File: config.mk
export PLATFORM = sky130hd
export DESIGN_NAME = load_store_unit
export DESIGN_NICKNAME = d
export VERILOG_FILES = /design/src/rtl/lsu_pkg.sv /design/src/rtl/lsu_lane.sv /design/src/rtl/load_store_unit.sv
export SDC_FILE = /design/constraint.sdc
export NUM_CORES = 1
export LEC_CHECK = 0
export CORE_ASPECT_RATIO = 0.7
export CORE_UTILIZATION = 44
export CTS_CLUSTER_SIZE = 30
export DETAILED_ROUTE_END_ITERATION = 6
export HOLD_SLACK_MARGIN = 0.05
export PLACE_DENSITY = 0.83
export SETUP_SLACK_MARGIN = 0.02
export SYNTH_ARGS = -nofsm -noshare
export SYNTH_HDL_FRONTEND = slang
export SYNTH_SLANG_ARGS = --single-unit
export TNS_END_PERCENT = 5
File: constraint.sdc
create_clock -name clk -period 4.1 [get_ports clk]
set_input_delay 0.615 -clock clk [delete_from_list [all_inputs] [get_ports clk]]
set_output_delay 0.615 -clock clk [all_outputs]
set_load 0.03 [all_outputs]
File: src/rtl/lsu_pkg.sv
// Shared funct3 codes, FSM state encoding and the alignment rule for the load/store unit.
package lsu_pkg;

    localparam logic [2:0] F3_B  = 3'b000;
    localparam logic [2:0] F3_H  = 3'b001;
    localparam logic [2:0] F3_W  = 3'b010;
    localparam logic [2:0] F3_BU = 3'b100;
    localparam logic [2:0] F3_HU = 3'b101;

    localparam logic [1:0] IDLE = 2'd0;
    localparam logic [1:0] REQ  = 2'd1;
    localparam logic [1:0] DONE = 2'd2;

    // Size is Funct3[1:0]; byte accesses can never be misaligned.
    function automatic logic is_misaligned(input logic [1:0] size, input logic [1:0] off);
        case (size)
            F3_B[1:0]: return 1'b0;
            F3_H[1:0]: return off[0];
            F3_W[1:0]: return |off;
            default:   return |off;
        endcase
    endfunction

endpackage

File: src/rtl/lsu_lane.sv
// Byte-lane steering: store byte enables / replicated write data, and load lane select with extension.
// Purely combinational; the store side and the load side are independent.
module lsu_lane
    import lsu_pkg::*;
(
    input  logic [1:0]  i_st_size,
    input  logic [1:0]  i_st_off,
    input  logic [31:0] i_st_data,
    output logic [3:0]  o_st_be,
    output logic [31:0] o_st_data,
    input  logic [2:0]  i_ld_f3,
    input  logic [1:0]  i_ld_off,
    input  logic [31:0] i_ld_word,
    output logic [31:0] o_ld_data
);

    logic [7:0]  w_byte;
    logic [15:0] w_half;

    always_comb begin
        o_st_be   = 4'b1111;
        o_st_data = i_st_data;
        case (i_st_size)
            F3_B[1:0]: begin
                o_st_be   = 4'b0001 << i_st_off;
                o_st_data = {4{i_st_data[7:0]}};
            end
            F3_H[1:0]: begin
                o_st_be   = 4'b0011 << {i_st_off[1], 1'b0};
                o_st_data = {2{i_st_data[15:0]}};
            end
            default: begin
                o_st_be   = 4'b1111;
                o_st_data = i_st_data;
            end
        endcase
    end

    always_comb begin
        w_byte    = i_ld_word[{i_ld_off, 3'b000} +: 8];
        w_half    = i_ld_off[1] ? i_ld_word[31:16] : i_ld_word[15:0];
        o_ld_data = i_ld_word;
        case (i_ld_f3)
            F3_B:    o_ld_data = {{24{w_byte[7]}}, w_byte};
            F3_BU:   o_ld_data = {24'h0, w_byte};
            F3_H:    o_ld_data = {{16{w_half[15]}}, w_half};
            F3_HU:   o_ld_data = {16'h0, w_half};
            default: o_ld_data = i_ld_word;
        endcase
    end

endmodule

File: src/rtl/load_store_unit.sv
// Turns byte/half/word load/store intent into a word-aligned req/ready bus access with byte enables.
// Stalls the core from the issuing cycle until DONE; a bus that never answers is cut off after TIMEOUT cycles.
module load_store_unit
    import lsu_pkg::*;
#(
    parameter int TIMEOUT = 16,
    parameter int CNT_W   = 5
) (
    input  logic        clk,
    input  logic        reset,
    input  logic        MemRead,
    input  logic        MemWrite,
    input  logic [2:0]  Funct3,
    input  logic [31:0] Addr,
    input  logic [31:0] WrData,
    output logic [31:0] ReadData,
    output logic        Stall,
    output logic        MisalignErr,
    output logic        BusErr,
    output logic        bus_req,
    output logic        bus_we,
    output logic [31:0] bus_addr,
    output logic [3:0]  bus_be,
    output logic [31:0] bus_wdata,
    input  logic        bus_ready,
    input  logic [31:0] bus_rdata
);

    logic [1:0]       r_state;
    logic [CNT_W-1:0] r_cnt;
    logic             r_req;
    logic             r_we;
    logic [31:0]      r_addr;
    logic [3:0]       r_be;
    logic [31:0]      r_wdata;
    logic [2:0]       r_f3;
    logic [1:0]       r_off;
    logic [31:0]      r_rdata;
    logic             r_buserr;

    logic             w_access;
    logic             w_mis;
    logic             w_go;
    logic [3:0]       w_st_be;
    logic [31:0]      w_st_data;
    logic [31:0]      w_ld_data;

    assign w_access = MemRead | MemWrite;
    assign w_mis    = is_misaligned(Funct3[1:0], Addr[1:0]);
    assign w_go     = (r_state == IDLE) && w_access && !w_mis;

    lsu_lane u_lane (
        .i_st_size (Funct3[1:0]),
        .i_st_off  (Addr[1:0]),
        .i_st_data (WrData),
        .o_st_be   (w_st_be),
        .o_st_data (w_st_data),
        .i_ld_f3   (r_f3),
        .i_ld_off  (r_off),
        .i_ld_word (bus_rdata),
        .o_ld_data (w_ld_data)
    );

    // Stall is gated by reset so an abandoned access releases the core immediately.
    always_comb begin
        Stall       = reset && (w_go || (r_state == REQ));
        MisalignErr = (r_state == IDLE) && w_access && w_mis;
        ReadData    = ((r_state == DONE) && !r_we) ? r_rdata : 32'h0;
    end

    assign BusErr    = r_buserr;
    assign bus_req   = r_req;
    assign bus_we    = r_we;
    assign bus_addr  = r_addr;
    assign bus_be    = r_be;
    assign bus_wdata = r_wdata;

    always_ff @(posedge clk or negedge reset) begin
        if (!reset) begin
            r_state  <= IDLE;
            r_cnt    <= '0;
            r_req    <= 1'b0;
            r_we     <= 1'b0;
            r_addr   <= 32'h0;
            r_be     <= 4'h0;
            r_wdata  <= 32'h0;
            r_f3     <= 3'h0;
            r_off    <= 2'h0;
            r_rdata  <= 32'h0;
            r_buserr <= 1'b0;
        end else begin
            case (r_state)
                IDLE: begin
                    if (w_go) begin
                        r_addr  <= {Addr[31:2], 2'b00};
                        r_be    <= w_st_be;
                        r_wdata <= w_st_data;
                        r_we    <= MemWrite;
                        r_f3    <= Funct3;
                        r_off   <= Addr[1:0];
                        r_req   <= 1'b1;
                        r_cnt   <= '0;
                        r_state <= REQ;
                    end
                end
                REQ: begin
                    if (bus_ready) begin
                        r_rdata  <= r_we ? 32'h0 : w_ld_data;
                        r_req    <= 1'b0;
                        r_buserr <= 1'b0;
                        r_state  <= DONE;
                    end else if (r_cnt == CNT_W'(TIMEOUT - 1)) begin
                        r_rdata  <= 32'h0;
                        r_req    <= 1'b0;
                        r_buserr <= 1'b1;
                        r_state  <= DONE;
                    end else begin
                        r_cnt <= r_cnt + 1'b1;
                    end
                end
                DONE: begin
                    r_cnt    <= '0;
                    r_buserr <= 1'b0;
                    r_state  <= IDLE;
                end
                default: r_state <= IDLE;
            endcase
        end
    end

endmodule

==> out/results.ini <==
[run_status]
status=finished clean

[critical_path]
critPathLaunchType=flip-flop
worstPathMaxFanout=32
cp.required_ns=3.48
worstRegToRegCells=7
critPathKind=flip-flop to primary output
arrival_ns=2.36
crit_path_end_kind=primary output

[sta]
max-slew-margin-rel_pct=35.1
whs_ns=0.375
min_period_ns=2.98
post-route-period-util_pct=72.6
fmax_mhz=336
tns_ns=0
slew_violations=0
final-setup-viol-count=0
finalHoldViolCount=0
finalClockSkew_ns=0.00932
grt_setup_unrepaired=false
worst_pin_slew_ns=0.973

[final_layout]
regArea_um2=2830
multi_input_area_um2=2510
fillers=856
antenna_cells=0
final_nets=810
drive_above_1_share_pct=13.6
areaGrowthSynthToFinish_pct=49.8
utilization_pct=69.4

[clock_tree]
cts-htree-levels=4
cts_buffer_depth=2
ctsHoldBuffers=0
cts_resized=0
tritoncts=built
tritoncts.num_buffers=17
path_clk_slew_ns=0.05
root_buffer=clkbuf_16
postCtsSetupBuffers=0
worstSkewPairLatency_ns=0.41
clock-sinks=113

[floorplanning]
die-area_um2=13100
core-area_um2=12000
die_height_um=95.9
ios=209
die_w_um=136
initial_core_util_pct=46.3
rows=33

[power]
total_power_mw=6.42
powerDensity_nw_per_um2=772
ir_drop_v=0.000546
leakage_nw=3.54

[synthesis]
synth_top_area_share_pct=51.0
synthCells=501
synth_cell_types=56
syn_area_um2=5550
synthArstFlopShare_pct=100
yosys_warnings=0
synth-seq-cells=113
synth_edf_count=0
synth_area_leaders=dfrtp_1 51%, mux2_2 8.5%, mux2i_1 5.1%
ys.flop_type=dfrtp_1
syn_avg_cell_area_um2=11.1
yosys.area.top_type=dfrtp_1
synth-seq-area-share_pct=51.0

[placed_design]
dp_hpwl_um=11000
io_buffer_count=206
gp_congestion=0.807

[global_route]
grt_usage_pct=24.6
grt_max_degree=95
antenna_found_initial=0
grt_pass1_wl_um=24500
grt_pass1_vias=4871
gr-total-overflow=0

[drt]
routed_wl_um=15400
viasPerCell=5.38
route.detailed.drc=0
via_count=4681
ant_nets=0
firstDrtPassIters=4
drt_iter0_markers=286
avgRoutedWirePerCell_um=17.8

[run]
cap_violations=0

[min_path]
hp-class=input pin to asynchronous set/reset pin

## per-layer routing
layer	share of wire [%]	global-route usage, %	up-vias
met5	0	0	-
met4	1.1	7.87	0
met1	43	30.9	2298
li1	-	-	2178
met2	47	38.7	192
met3	9.4	9.90	13
## kinds of logic (layout without fill, tap and decap cells)
logic type | Yosys count | in the layout | synth area share, %
simple gates | 134 | 134 | 12.7
flops | 113 | 113 | 51.0
fa+ha+maj | 6 | 6 | 1.35
other cells | 1 | 2 | 0.0676
mux | 77 | 77 | 15.1
compound gates | 125 | 125 | 15.8
buf+inv | 44 | 255 | 3.88
xor+xnor | 1 | 1 | 0.158
## where the power goes
group	switching (mW)	internal (mW)	leakage [nW]	total, mW
combinational	1.64	1.30	1.85	2.95
sequential	0.329	1.61	1.40	1.94
clock	0.502	1.03	0.294	1.53
total	2.47	3.95	3.54	6.42
## area by class of cell
| class | instances | share of cell area, % |
|---|---|---|
| inverters | 8 | 0.361 |
| repair buffers | 215 | 25.7 |
| well taps | 157 | 2.36 |
| multi-input cells | 345 | 30.2 |
| clock inverters | 10 | 1.91 |
| flip-flops and latches | 113 | 34.0 |
| clock buffers | 22 | 5.46 |
## synthesized netlist by cell type (6+ instances only)
cell type	number
dfrtp_1	113
o21ai_0	50
mux2_2	42
and2_1	39
nand2_1	39
mux2i_1	28
a21oi_1	18
nor2_1	18
clkbuf_1	17
nand2b_1	13
buf_2	11
a221o_1	10
nor2b_1	9
inv_1	8
a221o_2	6
a32o_1	6
ha_1	6
## cell usage in the layout (no fill, tap or decap), types with 13 or more instances in the layout
cell | netlist | routed
mux2_2 | 42 | 42
nand2_1 | 39 | 39
mux2i_1 | 28 | 28
dfrtp_1 | 113 | 113
clkbuf_16 | 0 | 17
nor2_1 | 18 | 18
o21ai_0 | 50 | 50
nand2b_1 | 13 | 13
and2_1 | 39 | 39
clkdlybuf4s50_1 | 0 | 204
a21oi_1 | 18 | 18
## flip-flops by register name, summed over array words and instances, names as in the netlist, 2 cells and up
signal,cells
r_off,2
r_rdata,32
bus_wdata,32
r_state,2
r_cnt,5
bus_addr,30
r_f3,3
bus_be,4
## critical path, stage by stage, from the launching register on
cell and delay [ns]:
dfrtp_1 0.41, inv_1 0.10, ha_1 0.17, nor2b_1 0.13, buf_4 0.27, and2_1 0.19, clkdlybuf4s50_1 0.68
## stage by stage
stage               cell area, um^2  std cells  worst slack [ns]
finish                         8310        870              1.12
global route                   8310        870              1.00
CTS                            8310        870              1.09
detailed placement             7700        838              1.16
global placement               7700        838              1.17
floorplan                      5550        502              1.51
## worst paths after layout
check                          endpoint  slack, ns       start
setup / recovery            ReadData[8]       1.12  r_state[0]
hold / removal             bus_addr[25]       0.37       reset
setup reg to reg            r_rdata[17]       1.42  r_state[1]
hold reg to reg               bus_be[0]       0.48   bus_be[0]
max in group asynchronous   r_rdata[16]       2.48       reset
min in group clk              bus_be[0]       0.48   bus_be[0]
Power figures use the tool's default switching activity.
